## src/rtl/key_debounce_reader_if.sv

```systemverilog
// Pushbutton reader bus: raw active-low keys in, debounced levels and
// one-cycle press/release events out. The reader is the slave side; the
// consumer that drives the pins and reads the events is the master side.
interface key_debounce_reader_if #(
  parameter int NUM_KEYS = 3
);
  logic [NUM_KEYS-1:0] iKEY;
  logic [NUM_KEYS-1:0] oKEY_LVL;
  logic [NUM_KEYS-1:0] oPRESS;
  logic [NUM_KEYS-1:0] oRELEASE;
  logic                oANY;

  modport master (
    output iKEY,
    input  oKEY_LVL,
    input  oPRESS,
    input  oRELEASE,
    input  oANY
  );

  modport slave (
    input  iKEY,
    output oKEY_LVL,
    output oPRESS,
    output oRELEASE,
    output oANY
  );
endinterface

```

## src/rtl/key_debounce_reader.sv

```systemverilog
// key_debounce_reader: per-key 2-flop synchronizer, stable-count debouncer
// and RELEASED/HELD(/REPEAT) FSM producing clean levels plus one-cycle
// press/release pulses for the DE0 pushbuttons.
// Optional auto-repeat is compiled in when KEY_AUTOREPEAT_EN is defined;
// without it HOLD_CYCLES and REPEAT_CYCLES have no effect.
module key_debounce_reader #(
  parameter int NUM_KEYS        = 3,
  parameter int DEBOUNCE_CYCLES = 500000,
  parameter int HOLD_CYCLES     = 25000000,
  parameter int REPEAT_CYCLES   = 5000000
) (
  input logic                  iCLK,
  input logic                  iRST_n,
  key_debounce_reader_if.slave bus
);

  localparam int               CNT_W   = $clog2(DEBOUNCE_CYCLES + 1);
  localparam logic [CNT_W-1:0] DB_LAST = CNT_W'(DEBOUNCE_CYCLES - 1);

`ifdef KEY_AUTOREPEAT_EN
  localparam int              HR_MAX      = (HOLD_CYCLES > REPEAT_CYCLES) ? HOLD_CYCLES : REPEAT_CYCLES;
  localparam int              HR_W        = $clog2(HR_MAX + 1);
  localparam logic [HR_W-1:0] HOLD_LAST   = HR_W'(HOLD_CYCLES - 1);
  localparam logic [HR_W-1:0] REPEAT_LAST = HR_W'(REPEAT_CYCLES - 1);

  typedef enum logic [1:0] {
    ST_RELEASED = 2'd0,
    ST_HELD     = 2'd1,
    ST_REPEAT   = 2'd2
  } key_state_e;

  if (HOLD_CYCLES < 1 || REPEAT_CYCLES < 1) begin : g_bad_repeat_cfg
    $error("key_debounce_reader: HOLD_CYCLES and REPEAT_CYCLES must be >= 1");
  end
`else
  typedef enum logic {
    ST_RELEASED = 1'b0,
    ST_HELD     = 1'b1
  } key_state_e;
`endif

  if (DEBOUNCE_CYCLES < 1 || HOLD_CYCLES < 0 || REPEAT_CYCLES < 0) begin : g_bad_cfg
    $error("key_debounce_reader: invalid cycle-count parameters");
  end

  logic [NUM_KEYS-1:0] lvl_vec;
  logic [NUM_KEYS-1:0] lvl_next;
  logic [NUM_KEYS-1:0] press_vec;
  logic [NUM_KEYS-1:0] rel_vec;
  logic                any_q;
  logic                any_d;

  for (genvar i = 0; i < NUM_KEYS; i++) begin : g_key
    logic [1:0]       sync_q,   sync_d;
    logic [CNT_W-1:0] db_cnt_q, db_cnt_d;
    key_state_e       state_q,  state_d;
    logic             lvl_q,    lvl_d;
    logic             press_q,  press_d;
    logic             rel_q,    rel_d;
    logic             flip;
`ifdef KEY_AUTOREPEAT_EN
    logic [HR_W-1:0]  hr_cnt_q, hr_cnt_d;
`endif

    // State register for this key's synchronizer, debouncer and FSM.
    // NOTE: every flop here is cleared by the async reset, so a key held
    // through reset is re-debounced from scratch as a fresh press.
    always_ff @(posedge iCLK or negedge iRST_n) begin
      if (!iRST_n) begin
        sync_q   <= '0;
        db_cnt_q <= '0;
        state_q  <= ST_RELEASED;
        lvl_q    <= 1'b0;
        press_q  <= 1'b0;
        rel_q    <= 1'b0;
`ifdef KEY_AUTOREPEAT_EN
        hr_cnt_q <= '0;
`endif
      end else begin
        // NOTE: non-blocking so every flop samples pre-edge values.
        sync_q   <= sync_d;
        db_cnt_q <= db_cnt_d;
        state_q  <= state_d;
        lvl_q    <= lvl_d;
        press_q  <= press_d;
        rel_q    <= rel_d;
`ifdef KEY_AUTOREPEAT_EN
        hr_cnt_q <= hr_cnt_d;
`endif
      end
    end

    // Synchronize the inverted pin and count cycles of disagreement with the stable level.
    always_comb begin
      // NOTE: defaults first so no path leaves a variable unassigned (no latches).
      sync_d   = {sync_q[0], ~bus.iKEY[i]};
      db_cnt_d = '0;
      flip     = 1'b0;
      if (sync_q[1] != lvl_q) begin
        if (db_cnt_q == DB_LAST) begin
          flip = 1'b1;
        end else begin
          db_cnt_d = db_cnt_q + 1'b1;
        end
      end
    end

    // Key FSM: accept debounced press/release and, optionally, time auto-repeats.
    always_comb begin
      state_d  = state_q;
      lvl_d    = lvl_q;
      press_d  = 1'b0;
      rel_d    = 1'b0;
`ifdef KEY_AUTOREPEAT_EN
      hr_cnt_d = '0;
`endif
      case (state_q)
        ST_RELEASED: begin
          if (flip) begin
            state_d = ST_HELD;
            lvl_d   = 1'b1;
            press_d = 1'b1;
          end
        end
        ST_HELD: begin
          // A release wins over a repeat falling due in the same cycle.
          if (flip) begin
            state_d = ST_RELEASED;
            lvl_d   = 1'b0;
            rel_d   = 1'b1;
          end
`ifdef KEY_AUTOREPEAT_EN
          else if (hr_cnt_q == HOLD_LAST) begin
            state_d = ST_REPEAT;
            press_d = 1'b1;
          end else begin
            hr_cnt_d = hr_cnt_q + 1'b1;
          end
`endif
        end
`ifdef KEY_AUTOREPEAT_EN
        ST_REPEAT: begin
          if (flip) begin
            state_d = ST_RELEASED;
            lvl_d   = 1'b0;
            rel_d   = 1'b1;
          end else if (hr_cnt_q == REPEAT_LAST) begin
            press_d = 1'b1;
          end else begin
            hr_cnt_d = hr_cnt_q + 1'b1;
          end
        end
`endif
        default: begin
          state_d = ST_RELEASED;
          lvl_d   = 1'b0;
        end
      endcase
    end

    assign lvl_vec[i]   = lvl_q;
    assign lvl_next[i]  = lvl_d;
    assign press_vec[i] = press_q;
    assign rel_vec[i]   = rel_q;
  end

  // Any-key flag built from next-state levels so it lines up with oKEY_LVL.
  always_comb begin
    any_d = |lvl_next;
  end

  // Any-key flag register.
  always_ff @(posedge iCLK or negedge iRST_n) begin
    if (!iRST_n) begin
      any_q <= 1'b0;
    end else begin
      any_q <= any_d;
    end
  end

  assign bus.oKEY_LVL = lvl_vec;
  assign bus.oPRESS   = press_vec;
  assign bus.oRELEASE = rel_vec;
  assign bus.oANY     = any_q;

endmodule

```

## src/flat_wrapper.sv

```systemverilog
// flat-port wrapper written by rule: the top's interface ports become plain ports
module key_debounce_reader_flat 
#(
  parameter int NUM_KEYS        = 3,
  parameter int DEBOUNCE_CYCLES = 500000,
  parameter int HOLD_CYCLES     = 25000000,
  parameter int REPEAT_CYCLES   = 5000000
)
  (iCLK, iRST_n, bus_iKEY, bus_oKEY_LVL, bus_oPRESS, bus_oRELEASE, bus_oANY);
  key_debounce_reader_if #(.NUM_KEYS(NUM_KEYS)) bus_i ();
  input logic iCLK;
  input logic iRST_n;
  input wire logic [$bits(bus_i.iKEY)-1:0] bus_iKEY;
  output wire logic [$bits(bus_i.oKEY_LVL)-1:0] bus_oKEY_LVL;
  output wire logic [$bits(bus_i.oPRESS)-1:0] bus_oPRESS;
  output wire logic [$bits(bus_i.oRELEASE)-1:0] bus_oRELEASE;
  output wire logic [$bits(bus_i.oANY)-1:0] bus_oANY;
  assign bus_i.iKEY = bus_iKEY;
  assign bus_oKEY_LVL = bus_i.oKEY_LVL;
  assign bus_oPRESS = bus_i.oPRESS;
  assign bus_oRELEASE = bus_i.oRELEASE;
  assign bus_oANY = bus_i.oANY;
  key_debounce_reader #(.NUM_KEYS(NUM_KEYS), .DEBOUNCE_CYCLES(DEBOUNCE_CYCLES), .HOLD_CYCLES(HOLD_CYCLES), .REPEAT_CYCLES(REPEAT_CYCLES)) u_core (.iCLK(iCLK), .iRST_n(iRST_n), .bus(bus_i));
endmodule
```

## config.mk

```make
export PLATFORM = sky130hd
export DESIGN_NAME = key_debounce_reader_flat
export DESIGN_NICKNAME = d
export VERILOG_FILES = /design/src/rtl/key_debounce_reader_if.sv /design/src/rtl/key_debounce_reader.sv /design/src/flat_wrapper.sv
export SDC_FILE = /design/constraint.sdc
export NUM_CORES = 1
export LEC_CHECK = 0
export ABC_AREA = 1
export CORE_ASPECT_RATIO = 0.7
export CORE_MARGIN = 1
export CORE_UTILIZATION = 35
export DETAILED_ROUTE_END_ITERATION = 7
export PLACE_DENSITY = 0.59
export SETUP_SLACK_MARGIN = 0.3
export SLEW_MARGIN = 40
export SYNTH_ARGS = -nofsm -noshare
export SYNTH_HDL_FRONTEND = slang
export SYNTH_SLANG_ARGS = --single-unit
```

## constraint.sdc

```tcl
create_clock -name iCLK -period 4.85 [get_ports iCLK]
set_clock_uncertainty 0.05 [all_clocks]
set_input_delay 0.97 -clock iCLK [delete_from_list [all_inputs] [get_ports iCLK]]
set_output_delay 0.97 -clock iCLK [all_outputs]
set_load 0.05 [all_outputs]
```

# Yosys cells after proc, flatten, opt, wreduce, memory -nomap -nowiden
# Index checks and enable logic that the tools add are counted.
# Widths: inputs -> output; s select.
[classes] n_bitwise=6 mux=36 add_sub_neg=3 n_eq_ne=6 reduce_logical=1
[ops] op="$mux 19" n=6
[ops] op="$add 19x1->19 const B" n=3
[ops] op="$eq 19x19->1 const B" n=3
[ops] op="$mux 1" n=24
[ops] op="$pmux 1 s2" n=6
[ops] op="$not 1->1" n=6
[ops] op="$ne 1x1->1" n=3
[ops] op="$reduce_or 3->1" n=1
[totals] wordCells=71 ff_bits=76

# Depth between registers and ports, before layout
# Gate-level depths: netlist of run 1.
[logic_depth] word_depth=6 mapped_depth=10

# Worst setup path before layout of run 1
# OpenSTA, ideal clock, no wires.
[synth_timing] path_kind="register to output" start="reg u_core.g_key[2].lvl_q" end="out bus_oKEY_LVL[2]" path_stages_with_launch=2 t_required_ns=3.830 setup_slack_ns=3.238 n_path_buf=1 arrival_time_ns=0.592 cell_sequence="dfrtp_1 > buf_4"
[synth_rtl] element="start: declaration" line="key_debounce_reader.sv:57" text="logic lvl_q, lvl_d;"
[synth_rtl] element="start signal: assignment" line="key_debounce_reader.sv:84" text="lvl_q <= lvl_d;"
[synth_rtl] element="end: declaration" line="flat_wrapper.sv:14" text="output wire logic [$bits(bus_i.oKEY_LVL)-1:0] bus_oKEY_LVL;"
# No word-level cell between the ends.

# Worst setup path in the final report of run 1
[layout_timing] start="reg u_core.g_key[2].lvl_q" end="out bus_oKEY_LVL[2]"
# No word-level cell between the ends.

==> results of run 1 <==
placed cells by master (no fill, tap or decap):
cell,synthesis,final
xor2_1,18,18
o21ai_1,5,5
nand3_1,37,37
clkbuf_8,0,1
o21bai_1,2,2
inv_1,66,66
nand2_2,6,6
clkinv_2,0,3
a21oi_1,9,9
xnor2_1,4,4
nand3_2,3,3
dfrtp_1,76,76
nand4_2,1,1
nand2_1,94,94
nand2_4,1,1
ha_1,9,9
nor3_1,20,20
xor2_2,3,3
clkbuf_16,0,9
nor3b_1,3,3
inv_2,7,7
nor2_4,7,7
clkinv_4,0,2
o211ai_1,1,1
buf_6,0,1
clkdlybuf4s50_1,0,13
nor3_2,2,2
nor2_2,7,7
nand3b_1,1,1
nand4_1,10,10
nor2_1,105,105
nor3_4,4,4
o21ai_0,2,2
clkinvlp_4,0,1
a31oi_1,3,3
through the flow:
stage / power (mW) / setup WS [ns] / hold WS, ns
floorplan: 0.681 / 3.24 / 0.281
global placement: 0.704 / 2.62 / 0.281
detailed placement: 0.705 / 2.60 / 0.286
CTS: 1.34 / 2.23 / 0.300
global route: 1.37 / 2.20 / 0.310
finish: 1.31 / 2.25 / 0.299
cells in the mapped netlist:
master,count
dfrtp_1,76
o211ai_1,1
nand4_2,1
ha_1,9
xor2_2,3
buf_4,9
o21bai_1,2
nand2_2,6
xnor2_1,4
xor2_1,18
a31oi_1,3
nand3_2,3
nor2_4,7
nand3b_1,1
nand2_4,1
nor3_2,2
nor3_1,20
a21oi_1,9
inv_2,7
nor3_4,4
nor2_2,7
nand4_1,10
o21ai_0,2
nor2_1,105
nand3_1,37
inv_1,66
nand2_1,94
o21ai_1,5
nor3b_1,3
kinds of logic after synthesis:
logic type               after synthesis  share of synthesized area
AND/OR/NAND/NOR                      301                      0.344
buffers and inverters                 82                     0.0825
flip-flops                            76                      0.459
XOR/XNOR                              25                     0.0583
AO/OA/AOI/OAI                         22                     0.0293
adder cells (fa/ha/maj)                9                     0.0272
final timing paths:
| path | endpoint | startpoint | slack [ns] |
|---|---|---|---|
| max in group asynchronous | u_core.g_key[0].db_cnt_q[0] | iRST_n | 3.67 |
| hold reg to reg | u_core.g_key[1].sync_q[1] | u_core.g_key[1].sync_q[0] | 0.30 |
| setup / recovery | bus_oKEY_LVL[2] | u_core.g_key[2].lvl_q | 2.25 |
| setup reg to reg | u_core.g_key[2].db_cnt_q[16] | u_core.g_key[2].db_cnt_q[0] | 3.11 |
| min in group asynchronous | u_core.g_key[1].db_cnt_q[4] | iRST_n | 0.62 |
| hold / removal | u_core.g_key[1].sync_q[1] | u_core.g_key[1].sync_q[0] | 0.30 |
per-layer routing:
metal | global-route usage | up-vias
li1 | - | 1642
met1 | 0.221 | 1479
met2 | 0.229 | 96
met3 | 0.0374 | 11
met4 | 0.0475 | 0
met5 | 0 | -
where the power goes:
group | total (mW) | leakage (nW) | switching (mW) | internal [mW]
logic | 0.0433 | 0.963 | 0.0314 | 0.0120
registers | 0.649 | 1.04 | 0.00588 | 0.643
clock network | 0.621 | 0.138 | 0.262 | 0.359
total | 1.31 | 2.14 | 0.300 | 1.01
cell type report:
| type | instances | area share |
|---|---|---|
| repair buffers | 14 | 0.0302 |
| multi-input cells | 357 | 0.405 |
| inverters | 73 | 0.0585 |
| clock inverters | 6 | 0.00854 |
| clock buffers | 10 | 0.0510 |
| flip-flops and latches | 76 | 0.406 |
| well taps | 153 | 0.0408 |
state kept, by name, indices dropped and copies added, names as in the netlist:
signal,count
u_core.bus.oANY,1
u_core.g_key.db_cnt_q,57
u_core.g_key.lvl_q,3
u_core.g_key.press_q,3
u_core.g_key.rel_q,3
u_core.g_key.state_q,3
u_core.g_key.sync_q,6
==> summary.txt, run 1 <==
Placed design
  • Cells after DPL: 673
  • Port Buffers: 14
  • Area after DPL: approximately 0.0044 sq mm
  • Placer congestion estimate: about 0.91
  • DP HPWL: approximately 6.3 mm

Final layout
  • Area growth syn-to-layout: 13.1%
  • Share of layout cells above drive strength 1: 0.108
  • Register area: ~0.0019 sq mm
  • Post-layout instance area: approximately 0.0047 sq mm
  • Final Instance Count excl. Fillers: 689
  • Fin nets: between 500 and 600
  • Area of the multi-input gates: between 0.0015 and 0.002 sq mm
  • Util after Layout: 0.417
  • Inserted Diodes: 0
  • Filler cells: approximately 1100

Clock network
  • Post-CTS Resized: 0
  • Clock buffer depth: 2
  • Clk slew on worst S/H paths: 0.06 ns
  • Htree depth: 3
  • Clock insertion delay at the later pin of the skew report: 0.34 ns
  • Hold-fix buffers at CTS: 0
  • CTS tree: yes
  • Clk root buf: clkbuf_16
  • TritonCTS Sinks: 76
  • CTS Buf Count: 9
  • Post-CTS setup buffer count: 0

Floorplan
  • Initial Utilization: 0.368
  • Core Box Area: 0.0113 sq mm
  • Die Y: approximately 93 um
  • Die ar.: around 0.012 sq mm
  • Cell Rows: 32
  • I/O pin cnt: 15
  • Die X: approximately 130 um

Worst setup path
  • CP Launch Type: register
  • WP depth: 1
  • CP required: approximately 3.8 ns
  • Worst Path Arrival: 1.58 ns
  • Largest delay share family, worst path: buffers and inverters
  • Cell Chain, Critical Path: clkdlybuf4s50_1
  • Slowest cell on crit path: clkdlybuf4s50_1
  • Critical path peak fanout: 3
  • Slowest stage delay, CP: ~0.83 ns
  • Reg2reg path depth: 6
  • CP Buf/Inv Count: 1
  • Crit Path Class: reg -> out
  • Critical path endpoint category: output port

STA
  • Unrepaired setup endpoints after global routing: false
  • Max-slew violation count: 0
  • Fin. Hold Viols: 0
  • Rel. slew slack: 0.538
  • Period utilization: 0.537
  • Slew at the pin with the worst max-slew slack: 0.694 ns
  • Final critical-path required period: 2.60 ns
  • Final TNS setup: 0 ns
  • FMAX: about 0.38 GHz
  • Final number of setup-violating endpoints: 0

Detailed routing
  • Via count: 3228
  • M1 WL: between 4 and 5 mm
  • Max Used Layer: met4
  • Routed WL: approximately 8.6 mm
  • Iter 0 DRT Violations: 241
  • Via density: roughly 4.7
  • DRT antenna net count: 0
  • Drt pass-1 iters: 5
  • Met3 WL: 468 um
  • Routed len/inst: 12.4 um
  • Met2 WL: between 3 and 4 mm
  • Residual DRC count: 0

Synthesis
  • Seq/Total Area, Yosys: 0.459
  • Synth warn: 0
  • Syn Nets: around 530
  • Share of the synthesized area in the top cell type: 0.459
  • Mean area per synthesized cell: roughly 8 sq um
  • #FFs+latches synth: 76
  • Post-synth top area cell: dfrtp_1
  • Synth unique cells: 29
  • Synth top area cells: dfrtp_1 46%, nor2_1 9.5%, nand2_1 8.5%, inv_1 6.0%, nand3_1 4.5%
  • Post-synth design cell area: 0.00414 sq mm
  • Post-Synthesis Cells: a little over 500

Global route
  • GRT Util Overall: 0.154
  • Largest net degree at the start of global routing: slightly below 80
  • Vias in the first global route: between 3000 and 4000
  • First-pass GRT wire length: 14.7 mm
  • GRT overflow: 0
  • Initial antenna violation count: 0

Pwr
  • Pwr Density: ~280 mW/mm^2
  • Leak pwr: ~2.1 nW
  • Peak VDD IR: between 0.15 and 0.2 mV

Status
  • Status: complete, no violations

Worst hold path
  • Hold Crit Class: reg -> reg
  • Hold path depth: 0

Flow run
  • Max Cap Viol: 0
Power figures use the tool's default switching activity.
==> inputs of run 2 (changes only) <==
PLACE_DENSITY = 0.6   (was 0.59)
clock period = 2.2 ns   (was 4.85 ns; I/O delays follow)
==> summary.txt, run 2 (synthesis results as in run 1) <==
Detailed routing
  • Via count: 3239
  • DRT antenna net count: 0
  • Routed len/inst: 12.2 um
  • Routed WL: around 8.5 mm
  • Iter 0 DRT Violations: around 230
  • Drt pass-1 iters: 5
  • Via density: 4.69
  • Residual DRC count: 0

Floorplan
  • Core Box Area: around 0.011 sq mm
  • I/O pin cnt: 15
  • Initial Utilization: 0.368
  • Cell Rows: 32
  • Die Y: 93.0 um
  • Die ar.: between 0.01 and 0.015 sq mm
  • Die X: approximately 130 um

Worst setup path
  • CP required: between 1.5 and 2 ns
  • R2R Setup Slk: 0.51 ns
  • Critical path endpoint category: output port
  • End point of the critical path: bus_oKEY_LVL[2]
  • Slowest cell on crit path: dlygate4sd2_1
  • Worst Path Arrival: about 1.3 ns
  • CP Buf/Inv Count: 1
  • Crit Path Class: reg -> out
  • CP startpoint: u_core.g_key[2].lvl_q
  • Worst flop-to-flop path startpoint: u_core.g_key[0].db_cnt_q[0]
  • Slowest stage delay, CP: 0.55 ns
  • CP Launch Type: register
  • Reg-to-Reg End: u_core.g_key[0].state_q
  • Critical path peak fanout: 3
  • WP depth: 1
  • Cell Chain, Critical Path: dlygate4sd2_1
  • Reg2reg path depth: 9
  • Largest delay share family, worst path: buffers and inverters

Final layout
  • Most common cell after layout, fill and taps aside: nor2_1
  • Most frequent cells in the layout: 104 x nor2_1, 94 x nand2_1, 76 x dfrtp_1, 66 x inv_1, 37 x nand3_1
  • Max FFs per register: 57
  • Fin nets: roughly 550
  • Share of layout cells above drive strength 1: 0.113
  • Most flop-heavy register: u_core.g_key.db_cnt_q
  • Filler cells: between 1000 and 1500
  • Largest regs: u_core.g_key.db_cnt_q (57), u_core.g_key.sync_q (6)
  • Area growth syn-to-layout: 14.0%
  • Register area: between 0.0015 and 0.002 sq mm
  • Area of the multi-input gates: ~0.0019 sq mm
  • Inserted Diodes: 0

STA
  • Period utilization: 0.807
  • Fin. Hold Viols: 0
  • Slew at the pin with the worst max-slew slack: approximately 0.5 ns
  • Final critical-path required period: approximately 1.8 ns
  • Final WS setup: between 0.4 and 0.5 ns
  • FMAX: approximately 0.56 GHz
  • Rel. slew slack: 0.673
  • Unrepaired setup endpoints after global routing: false
  • Max-slew violation count: 0
  • Final number of setup-violating endpoints: 0
  • Final TNS setup: 0 ns

Flow run
  • Max Cap Viol: 0

Pwr
  • Pwr Density: roughly 640 mW/mm^2
  • Part of the power in registers: 0.472
  • Total design power: 3.03 mW
  • Switch share: 0.223
  • Comb power frac: 0.033
  • Peak VDD IR: 0.362 mV
  • Clk pwr share: 0.495
  • Leak pwr: between 2 and 2.5 nW
  • P_int: between 2 and 2.5 mW
  • Switch Pwr: 675 uW

Global route
  • GRT overflow: 0
  • First-pass GRT wire length: ~15 mm
  • GRT Util Overall: 0.155
  • Initial antenna violation count: 0
  • Largest net degree at the start of global routing: 77
  • Vias in the first global route: 3055

Worst hold path
  • Hold Crit Class: in -> async

Clock network
  • Clock insertion delay at the later pin of the skew report: 0.34 ns
  • Clk root buf: clkbuf_16
  • Post-CTS setup buffer count: 0
  • TritonCTS Sinks: 76
  • CTS tree: yes
  • Clk slew on worst S/H paths: 0.06 ns
  • Clock buffer depth: 2
  • CTS Buf Count: 9
  • Hold-fix buffers at CTS: 0
  • Htree depth: 3

Placed design
  • Pre-CTS setup slack: between 0.4 and 0.5 ns
  • Placer congestion estimate: 0.867
  • Port Buffers: 14
  • DP HPWL: 6.21 mm

Status
  • Status: complete, no violations
==> run 2: changes by cell type in the layout (fill, tap and decap cells not counted) <==
| cell | previous run | this run |
|---|---|---|
| clkdlybuf4s50_1 | 13 | 3 |
| nor2_2 | 7 | 8 |
| clkinv_4 | 2 | 1 |
| nor2_1 | 105 | 104 |
| clkinv_2 | 3 | 2 |
| buf_4 | 0 | 2 |
| buf_6 | 1 | 0 |
| buf_12 | 0 | 1 |
| clkinvlp_4 | 1 | 2 |
| bufinv_16 | 0 | 1 |
| dlygate4sd2_1 | 0 | 10 |
==> run 2: per-layer routing <==
layer,track usage,wire length (um),vias to the layer above
met5,0,0,-
met4,0.0562,91,0
met3,0.0412,460,6
met2,0.222,3500,85
met1,0.224,4410,1501
li1,-,-,1647
==> run 2: worst min-delay path by stage <==
stage | startpoint | to | depth (start not counted)
after CTS | iRST_n | u_core.g_key[1].db_cnt_q[4] | 2
final | iRST_n | u_core.g_key[1].db_cnt_q[6] | 2
after global routing | iRST_n | u_core.g_key[1].db_cnt_q[1] | 2
after global placement | u_core.g_key[0].sync_q[0] | u_core.g_key[0].sync_q[1] | 0
after detailed placement | u_core.g_key[0].sync_q[0] | u_core.g_key[0].sync_q[1] | 0
after floorplan | iRST_n | u_core.bus.oANY | 0
==> run 2: layout make-up <==
cell class,count,area share
Tap cell,153,0.0405
Timing Repair Buffer,16,0.0323
Sequential cell,76,0.403
Clock inverter,6,0.0135
Inverter,73,0.0580
Clock buffer,10,0.0506
Multi-Input combinational cell,357,0.403
==> run 2: power by group through the flow <==
| stage | registers [mW] | clock network, mW | logic, mW |
|---|---|---|---|
| after global placement | 1.45 | 0 | 0.103 |
| final | 1.43 | 1.50 | 0.101 |
| after CTS | 1.43 | 1.54 | 0.105 |
| after detailed placement | 1.46 | 0 | 0.104 |
| after floorplan | 1.45 | 0 | 0.0487 |
| after global routing | 1.43 | 1.60 | 0.117 |
==> run 2: metrics by stage <==
step | area, sq um | hold slack [ns] | std cells | util
5_1_grt | 4720 | 0.0909 | 691 | 0.420
2_1_floorplan | 4140 | 0.0944 | 515 | -
6_report | 4720 | 0.0579 | 691 | 0.420
3_3_place_gp | 4430 | 0.282 | 675 | 0.394
4_1_cts | 4720 | 0.0875 | 691 | 0.420
3_5_place_dp | 4430 | 0.286 | 675 | 0.394
==> run 2: what timing repair did <==
item	4_1_cts	5_1_grt
pin swaps	0	0
resized for setup	10	1
endpoints found under the setup margin	10	1
==> inputs of run 3 (changes only) <==
clock period = 1.6 ns   (was 2.2 ns; I/O delays follow)
==> summary.txt, run 3 (synthesis results as in run 1) <==
Final layout
  • Fin nets: slightly above 600
  • Register area: ~0.0019 sq mm
  • Max FFs per register: between 50 and 60
  • Filler cells: between 900 and 1000
  • Share of layout cells above drive strength 1: 0.425
  • Post-layout instance area: a little under 0.006 sq mm
  • Most frequent cells in the layout: 78 x nor2_1, 70 x buf_4, 69 x nand2_1, 67 x dfrtp_1, 48 x inv_1
  • Area of the multi-input gates: around 0.0025 sq mm
  • Most common cell after layout, fill and taps aside: nor2_1
  • Area growth syn-to-layout: 44.0%
  • Most flop-heavy register: u_core.g_key.db_cnt_q
  • Inserted Diodes: 0
  • Util after Layout: 0.530
  • Largest regs: u_core.g_key.db_cnt_q (57), u_core.g_key.sync_q (6)

Detailed routing
  • DRT antenna net count: 0
  • Routed WL: 10.9 mm
  • Drt pass-1 iters: 5
  • Residual DRC count: 0
  • Via count: 3766
  • Routed len/inst: between 10 and 15 um
  • Via density: 4.92
  • Iter 0 DRT Violations: roughly 260

Worst setup path
  • CP Launch Type: register
  • Critical path peak fanout: 6
  • CP required: roughly 1.8 ns
  • Worst Path Arrival: 1.74 ns
  • Crit Path Class: reg -> reg
  • Critical path endpoint category: register

Clock network
  • CTS tree: yes
  • Clock insertion delay at the later pin of the skew report: 0.34 ns
  • Clk root buf: clkbuf_16
  • Clk slew on worst S/H paths: 0.06 ns
  • CTS Buf Count: 9
  • Clock buffer depth: 2
  • TritonCTS Sinks: 76
  • Htree depth: 3

Floorplan
  • Die ar.: around 0.012 sq mm
  • Cell Rows: 32
  • Die X: 132 um
  • Core Box Area: 0.0113 sq mm
  • Die Y: slightly above 90 um
  • I/O pin cnt: 15
  • Initial Utilization: 0.368

Global route
  • First-pass GRT wire length: between 15 and 20 mm
  • GRT overflow: 0
  • Initial antenna violation count: 0
  • Largest net degree at the start of global routing: 32
  • Vias in the first global route: ~3500
  • GRT Util Overall: 0.171

Placed design
  • DP HPWL: 6.75 mm
  • Placer congestion estimate: just over 0.9
  • Port Buffers: 14
  • Area after DPL: between 0.004 and 0.005 sq mm

STA
  • Max-slew violation count: 0
  • Fin. Hold Viols: 0
  • FMAX: around 0.66 GHz
  • Period utilization: 0.949
  • Rel. slew slack: 0.753
  • Final TNS setup: 0 ns
  • Final critical-path required period: 1.52 ns
  • Final number of setup-violating endpoints: 0
  • Slew at the pin with the worst max-slew slack: between 0.3 and 0.4 ns
  • Unrepaired setup endpoints after global routing: true

Flow run
  • Max Cap Viol: 0

Status
  • Status: complete, no violations

Pwr
  • Peak VDD IR: between 0.4 and 0.5 mV
  • Pwr Density: a little over 700 mW/mm^2
  • Leak pwr: 2.68 nW

Worst hold path
  • Hold Crit Class: reg -> reg
==> run 3: cell count changes in the layout (fill, tap and decap cells not counted), moves of 13 or more <==
| cell | before | now |
|---|---|---|
| buf_4 | 2 | 70 |
| nor2_1 | 104 | 78 |
| nand2_1 | 94 | 69 |
| nand2_2 | 6 | 25 |
| inv_1 | 66 | 48 |
| nor2_4 | 7 | 24 |
| inv_2 | 7 | 20 |
==> run 3: critical path, cell delays in order (launching register included) <==
cell	delay [ns]
dfrtp_1	0.41
ha_4	0.19
nand2_4	0.06
nor2_4	0.05
nand3_2	0.09
nor2_4	0.04
buf_6	0.11
nor2_4	0.22
nand2_2	0.11
nor2_4	0.11
==> run 3: repair_timing <==
action                                  CTS  global route
endpoints found under the setup margin   59            68
setup buffers                            31            23
hold buffers                              1             0
gates resized for setup                  65            97
endpoints found under the hold margin    23             0
pin swaps                                36            47
==> run 3: layout make-up <==
cell class | instances | area share
clock buffer | 12 | 0.0447
clock inverter | 4 | 0.00524
inverter | 73 | 0.0480
multi-input combinational | 357 | 0.415
sequential | 76 | 0.321
tap | 153 | 0.0321
timing repair buffer | 90 | 0.134
==> run 3: final timing paths <==
check                                                 start                            to  slack, ns  depth (start not counted)
worst max register to register  u_core.g_key[0].db_cnt_q[0]  u_core.g_key[0].db_cnt_q[16]       0.08                          9
max in group asynchronous                            iRST_n   u_core.g_key[2].db_cnt_q[5]       0.62                          3
worst min register to register    u_core.g_key[0].sync_q[0]     u_core.g_key[0].sync_q[1]       0.30                          0
worst min-delay path              u_core.g_key[0].sync_q[0]     u_core.g_key[0].sync_q[1]       0.30                          0
min in group asynchronous                            iRST_n   u_core.g_key[1].db_cnt_q[2]       0.39                          2
worst max-delay path            u_core.g_key[0].db_cnt_q[0]  u_core.g_key[0].db_cnt_q[16]       0.08                          9
==> run 3: stage by stage <==
step           setup WS [ns]  total power [mW]  hold slack [ns]  cells
3_3_place_gp          0.0633              2.16            0.215    694
4_1_cts               0.0955              4.22            0.302    742
2_1_floorplan          0.155              2.07          -0.0256    515
3_5_place_dp          0.0262              2.17            0.222    694
5_1_grt              0.00732              4.37            0.317    765
6_report              0.0815              4.23            0.300    765
==> run 3: where the power goes <==
group          internal (mW)  leakage, nW  switching (mW)  total, mW
sequential              1.95         1.03          0.0293       1.98
clock                   1.18        0.137           0.846       2.03
combinational         0.0921         1.52           0.131      0.224
==> run 3: per-layer routing <==
metal / track usage / up-vias / share of wire / wire [um]
li1: - / 1800 / - / -
met1: 0.239 / 1826 / 0.45 / 4940
met2: 0.257 / 114 / 0.47 / 5110
met3: 0.0472 / 26 / 0.053 / 578
met4: 0.0552 / 0 / 0.023 / 252
met5: 0 / - / 0 / 0
